===== config.mk =====
export PLATFORM = sky130hd
export DESIGN_NAME = mips150_io_ctrl
export DESIGN_NICKNAME = d
export VERILOG_FILES = /design/src/rtl/mips150_io_pkg.sv /design/src/rtl/mips150_io_rx_buf.sv /design/src/rtl/mips150_io_ctrl.sv
export SDC_FILE = /design/constraint.sdc
export NUM_CORES = 1
export LEC_CHECK = 0
export ABC_AREA = 1
export BUFFER_PORTS_ARGS = -buffer_cell sky130_fd_sc_hd__buf_2
export CORE_MARGIN = 2
export CORE_UTILIZATION = 59
export DETAILED_ROUTE_END_ITERATION = 8
export MAX_ROUTING_LAYER = met4
export PLACE_DENSITY = 0.85
export SKIP_CTS_REPAIR_TIMING = 1
export SYNTH_ARGS = -nofsm -noshare
export SYNTH_HDL_FRONTEND = slang
export SYNTH_SLANG_ARGS = --single-unit

===== constraint.sdc =====
create_clock -name clk -period 2.3 [get_ports clk]
set_clock_uncertainty 0.1 [all_clocks]
set_input_delay 0 -clock clk [delete_from_list [all_inputs] [get_ports clk]]
set_output_delay 0 -clock clk [all_outputs]
set_load 0.05 [all_outputs]

===== src/rtl/mips150_io_pkg.sv =====
// Shared constants for the MIPS150 memory-mapped IO controller.
// Register offsets are word indices taken from addr_x[7:2].
package mips150_io_pkg;

  localparam logic [3:0] IO_TOP_NIBBLE = 4'h8;

  localparam logic [5:0] IO_STATUS  = 6'h00;  // byte offset 0x00
  localparam logic [5:0] IO_RX_DATA = 6'h01;  // byte offset 0x04
  localparam logic [5:0] IO_TX_DATA = 6'h02;  // byte offset 0x08
  localparam logic [5:0] IO_CYCLES  = 6'h04;  // byte offset 0x10
  localparam logic [5:0] IO_INSTRS  = 6'h05;  // byte offset 0x14
  localparam logic [5:0] IO_CNT_RST = 6'h06;  // byte offset 0x18

  localparam int STATUS_TX_FREE  = 0;
  localparam int STATUS_RX_AVAIL = 1;

endpackage


===== src/rtl/mips150_io_rx_buf.sv =====
// UART receive buffer: a DEPTH-entry circular FIFO when MIPS150_IO_RX_FIFO_EN is
// defined, otherwise a single holding register. Push/pop are ignored when full/empty.
module mips150_io_rx_buf #(
  parameter int unsigned DEPTH = 4
) (
  input  logic       clk,
  input  logic       rst,
  input  logic       push,
  input  logic       pop,
  input  logic [7:0] pushData,
  output logic       full,
  output logic       empty,
  output logic [7:0] head
);

`ifdef MIPS150_IO_RX_FIFO_EN
  localparam int unsigned PW = (DEPTH > 1) ? $clog2(DEPTH) : 1;

  logic [PW-1:0] rdPtr;
  logic [PW-1:0] wrPtr;
  logic [PW:0]   count;
  logic [7:0]    mem [DEPTH];
  logic          pushOk;
  logic          popOk;

  assign full   = (count == (PW+1)'(DEPTH));
  assign empty  = (count == '0);
  assign pushOk = push && !full;
  assign popOk  = pop && !empty;
  assign head   = mem[rdPtr];

  // Pointers wrap naturally because DEPTH is a power of two.
  always_ff @(posedge clk) begin
    if (rst) begin
      rdPtr <= '0;
      wrPtr <= '0;
      count <= '0;
    end else begin
      if (pushOk) wrPtr <= wrPtr + 1'b1;
      if (popOk)  rdPtr <= rdPtr + 1'b1;
      case ({pushOk, popOk})
        2'b10:   count <= count + 1'b1;
        2'b01:   count <= count - 1'b1;
        default: ;
      endcase
    end
  end

  always_ff @(posedge clk) begin
    if (pushOk) mem[wrPtr] <= pushData;
  end
`else
  logic       holdValid;
  logic [7:0] holdData;

  assign full  = holdValid;
  assign empty = !holdValid;
  assign head  = holdData;

  // Push needs an empty register and pop a full one, so they never coincide.
  always_ff @(posedge clk) begin
    if (rst) begin
      holdValid <= 1'b0;
      holdData  <= '0;
    end else if (push && !holdValid) begin
      holdValid <= 1'b1;
      holdData  <= pushData;
    end else if (pop && holdValid) begin
      holdValid <= 1'b0;
    end
  end
`endif

endmodule


===== src/rtl/mips150_io_ctrl.sv =====
// MIPS150 memory-mapped IO controller: UART RX/TX, cycle and instruction counters.
// RX buffering depth is selected by MIPS150_IO_RX_FIFO_EN (undefined: single entry).
module mips150_io_ctrl
  import mips150_io_pkg::*;
#(
  parameter int unsigned RX_FIFO_DEPTH = 4
) (
  input  logic        clk,
  input  logic        rst,
  input  logic [31:0] addr_x,
  input  logic [31:0] wdata_x,
  input  logic [3:0]  store_mask_io,
  input  logic        load_io_x,
  input  logic        instr_valid,
  output logic [31:0] rdata_m,
  input  logic [7:0]  uart_rx_data,
  input  logic        uart_rx_valid,
  output logic        uart_rx_ready,
  output logic [7:0]  uart_tx_data,
  output logic        uart_tx_valid,
  input  logic        uart_tx_ready
);

  // Handshakes: a byte moves on a clock edge where valid && ready are both high;
  // the sender keeps data stable while valid is high and ready never depends on valid.

  logic        hit;
  logic [5:0]  sel;
  logic        isLoad;
  logic        isStore;
  logic        rxFull;
  logic        rxEmpty;
  logic [7:0]  rxHead;
  logic        rxPush;
  logic        rxPop;
  logic [31:0] cycles;
  logic [31:0] instrs;
  logic [31:0] rdNext;
  logic        unusedBits;

  assign hit     = (addr_x[31:28] == IO_TOP_NIBBLE);
  assign sel     = addr_x[7:2];
  assign isLoad  = load_io_x && hit;
  assign isStore = (|store_mask_io) && hit;

  assign unusedBits = ^{addr_x[27:8], addr_x[1:0], wdata_x[31:8]};

  assign uart_rx_ready = !rxFull;
  assign rxPush        = uart_rx_valid && !rxFull;
  assign rxPop         = isLoad && (sel == IO_RX_DATA) && !rxEmpty;

  mips150_io_rx_buf #(
    .DEPTH(RX_FIFO_DEPTH)
  ) rxBuf (
    .clk     (clk),
    .rst     (rst),
    .push    (rxPush),
    .pop     (rxPop),
    .pushData(uart_rx_data),
    .full    (rxFull),
    .empty   (rxEmpty),
    .head    (rxHead)
  );

  always_comb begin
    rdNext = '0;
    case (sel)
      IO_STATUS: begin
        rdNext[STATUS_RX_AVAIL] = !rxEmpty;
        rdNext[STATUS_TX_FREE]  = !uart_tx_valid;
      end
      IO_RX_DATA: if (!rxEmpty) rdNext = {24'b0, rxHead};
      IO_CYCLES:  rdNext = cycles;
      IO_INSTRS:  rdNext = instrs;
      default:    ;
    endcase
  end

  always_ff @(posedge clk) begin
    if (rst) rdata_m <= '0;
    else if (isLoad) rdata_m <= rdNext;
  end

  // A store arriving while a byte is still pending is dropped; software polls STATUS.
  always_ff @(posedge clk) begin
    if (rst) begin
      uart_tx_valid <= 1'b0;
      uart_tx_data  <= '0;
    end else if (uart_tx_valid) begin
      if (uart_tx_ready) uart_tx_valid <= 1'b0;
    end else if (isStore && (sel == IO_TX_DATA)) begin
      uart_tx_valid <= 1'b1;
      uart_tx_data  <= wdata_x[7:0];
    end
  end

  always_ff @(posedge clk) begin
    if (rst || (isStore && (sel == IO_CNT_RST))) begin
      cycles <= '0;
      instrs <= '0;
    end else begin
      cycles <= cycles + 32'd1;
      if (instr_valid) instrs <= instrs + 32'd1;
    end
  end

endmodule


==> impl_metrics.csv <==
group,metric,value,unit
synth,synth_xor_area_share,2.554,%
final_layout,n_fill_cell,802,
critical_path,path_buf_inv,1,
global_route,grt_usage,31.01,%
floorplan,dieArea,10690,µm²
critical_path,arrival,2.24,ns
critical_path,crit_chain,"nor3_1, nand2_1, a21oi_1, dlygate4sd3_1",
placement,port_buffers,77,
route,ant_nets,0,
run,maxCapViolCount,0,
timing,tns,0,ns
power,p_sw_share,21.96,%
synth,synth_fa_ha_area_share,0.4292,%
placement,gp_congestion,0.9357,
power,ir_drop,409.8,µV
run_status,status,"finished with violations",
critical_path,cp.depth,4,
synth,yosysUniqueCellTypes,35,
timing,final_max_slew_viol_count,0,
timing,hold_violations,10,
floorplan,rows,36,
floorplan,die_x,103.4,µm
critical_path,r2r-end,"uart_tx_valid",
power,combPwrFrac,4.6,%
placement,place_hpwl,10920,µm
critical_path,rr_worst_depth,4,
critical_path,r2r_slack,0.41,ns
critical_path,path_delay_family,"buffers and inverters",
floorplan,io_pins,124,
route,vias_per_cell,5.333,
global_route,antenna_found_initial,0,
clock_tree,cts-root-buf,"clkbuf_8",
route,first_iter_violations,397,
clock_tree,cts_made_buffers,17,
power,p_seq_share,43.4,%
synth,synth_top_family_by_area,"simple AND/OR/NAND/NOR gates",
route,vias,6090,
synth,synth-seq-cells,114,
min_path,whs_path_depth,8,
synth,synth_cells,896,
power,p_switching,1018,µW
run_status,violations,"hold timing",
power,powerDensity,655.3,nW/µm²
final_layout,drive_above_1_share,15.16,%
final_layout,final_nets,1080,
power,clockPowerShare,52.0,%
synth,seq_area_frac_synth,39.14,%
route,drtPass1Iterations,7,
synth,muxShareOfSynthArea,0,%
floorplan,core_area,9684,µm²
synth,synth_compound_area_share,10.28,%
timing,tightest_slew,1.117,ns
route,wire_per_inst,13.98,µm
clock_tree,clk_pin_slew,0.05,ns
clock_tree,tritoncts,"done",
min_path,hold_path.class,"in -> reg",
critical_path,cpMaxStageDelayCell,"dlygate4sd3_1",
power,intPower,3619,µW
critical_path,r2r-start,"uart_tx_valid",
synth,yosys.area_share.simple,38.95,%
timing,slew_headroom,25.52,%
route,wirelength,15970,µm
power,finalPower,4638,µW
critical_path,critPathLaunchType,"register",
critical_path,worstSetupEndpointType,"register",
synth,syn_area,5831,µm²
power,p_leak,0.002803,µW
route,drc,0,
global_route,grt_max_degree,43,
synth,ys_warn_count,0,
timing,fmax,0.5304,GHz
timing,rsz0062_at_grt,"false",
critical_path,crit_fanout,10,
clock_tree,clk_latency,0.53,ns
global_route,overflow,0,
global_route,grt_pass1_vias,5508,
floorplan,initial_utilization,60.21,%
synth,avgSynthCellArea,6.507,µm²
clock_tree,clockBufferDepth,2,
timing,period_minus_slack,1.885,ns
critical_path,slowest_delay,0.60,ns
timing,hold_ws,-0.03804,ns
clock_tree,clkSinkCount,114,
critical_path,crit_type,"reg -> reg",
floorplan,fp.dieH,103.4,µm
timing,finalCritPeriodShare,81.98,%
min_path,hold_end,"rdata_m[0]",
synth,syn_nets,980,
final_layout,synthToLayoutAreaGrowth,21.37,%
final_layout,antenna_cells,0,
timing,finalSetupViolCount,0,
critical_path,cp.required,2.66,ns
global_route,grt_pass1_wl,24770,µm
clock_tree,htree_levels,4,
min_path,min_from,"addr_x[6]",
-- worst min-delay path: stages --
cell and delay [ns]:
buf_2 0.10, nor2_4 0.05, nand3_1 0.09, nor2_1 0.05, nor2_1 0.09, nand2_1 0.05
nand2_1 0.05, a21oi_1 0.05
-- cell usage after synthesis (all sizes together) --
master  count  share of area [%]
nand2     257                 17
buf        18                1.9
and2        1               0.11
o21ai      35                3.1
o22ai      13                1.4
dfxtp     114                 39
nor2      180                 13
inv        97                6.2
or2         2               0.21
a31oi       2               0.21
clkinv      1              0.086
nand4      15                1.7
xnor2       2               0.30
a21oi      63                5.5
xor2       15                2.3
nor3b       1               0.13
nand3      55                4.9
clkbuf      7               0.45
nor3       16                1.7
ha          2               0.43
-- kinds of logic after synthesis --
logic type | count (synthesis)
and+or+nand+nor | 527
buffers and inverters | 123
DFF | 114
AOI/OAI and AO/OA | 113
xor gates and xnor gates | 17
adders and majority gates | 2
-- how the worst max path moves through the flow --
stage	from	to	slack, ns
CTS	cycles[0]	cycles[12]	0.64
finish	uart_tx_valid	uart_tx_valid	0.41
global route	rxBuf.full	rxBuf.head[0]	0.28
detailed placement	addr_x[4]	instrs[26]	0.56
global placement	addr_x[4]	instrs[26]	0.57
floorplan	rxBuf.full	rxBuf.head[0]	0.79
-- power by group through the flow --
| stage | combinational, µW | sequential, µW | clock (µW) |
|---|---|---|---|
| after floorplan | 118 | 2050 | 0 |
| after global placement | 172 | 2050 | 0 |
| after detailed placement | 176 | 2050 | 0 |
| after CTS | 177 | 2010 | 2420 |
| after global routing | 236 | 2020 | 2520 |
| final | 213 | 2010 | 2410 |
-- area by class of cell --
class	instances	area, µm²	area share, %
Tap cell	133	166.4	2.351
Multi-Input combinational cell	659	3044	43.02
Sequential cell	114	2282	32.25
Clock inverter	5	50.05	0.7072
Timing Repair Buffer	106	673.1	9.512
Clock buffer	27	491.7	6.948
Inverter	98	369.1	5.216
-- cells in the final DEF (no fill, tap or decap), drive strengths merged --
| cell type | count |
|---|---|
| nor2 | 180 |
| xnor2 | 2 |
| nand3 | 55 |
| bufinv | 1 |
| o22ai | 13 |
| xor2 | 15 |
| o21ai | 35 |
| clkinv | 5 |
| nor3 | 16 |
| inv | 97 |
| and2 | 1 |
| dlygate4sd3 | 23 |
| a21oi | 63 |
| a31oi | 2 |
| clkbuf | 27 |
| buf | 83 |
| nor3b | 1 |
| nand2 | 257 |
| nand4 | 15 |
| ha | 2 |
| dfxtp | 114 |
| or2 | 2 |
-- per-stage QoR --
step / instance area, µm² / utilization, % / setup slack (ns) / instances
after floorplan: 5831 / - / 0.7897 / 896
after global placement: 6305 / 65.10 / 0.5665 / 1087
after detailed placement: 6305 / 65.10 / 0.5596 / 1087
after CTS: 6847 / 70.70 / 0.6373 / 1119
after global routing: 7077 / 73.07 / 0.2772 / 1142
final: 7077 / 73.07 / 0.4146 / 1142
-- state kept, by name (all words and copies together), names as in the netlist --
| signal | count |
|---|---|
| uart_tx_data | 8 |
| uart_tx_valid | 1 |
| rxBuf.full | 1 |
| cycles | 32 |
| rxBuf.head | 8 |
| instrs | 32 |
| rdata_m | 32 |
-- layer usage --
metal | up-vias | global-route usage, % | wire [µm]
met5 | - | - | 0
met4 | 0 | 14.98 | 699
met3 | 58 | 7.056 | 1087
met2 | 270 | 50.02 | 7553
met1 | 2711 | 36.54 | 6629
li1 | 3051 | - | -
(Power assumes the default switching activity.)
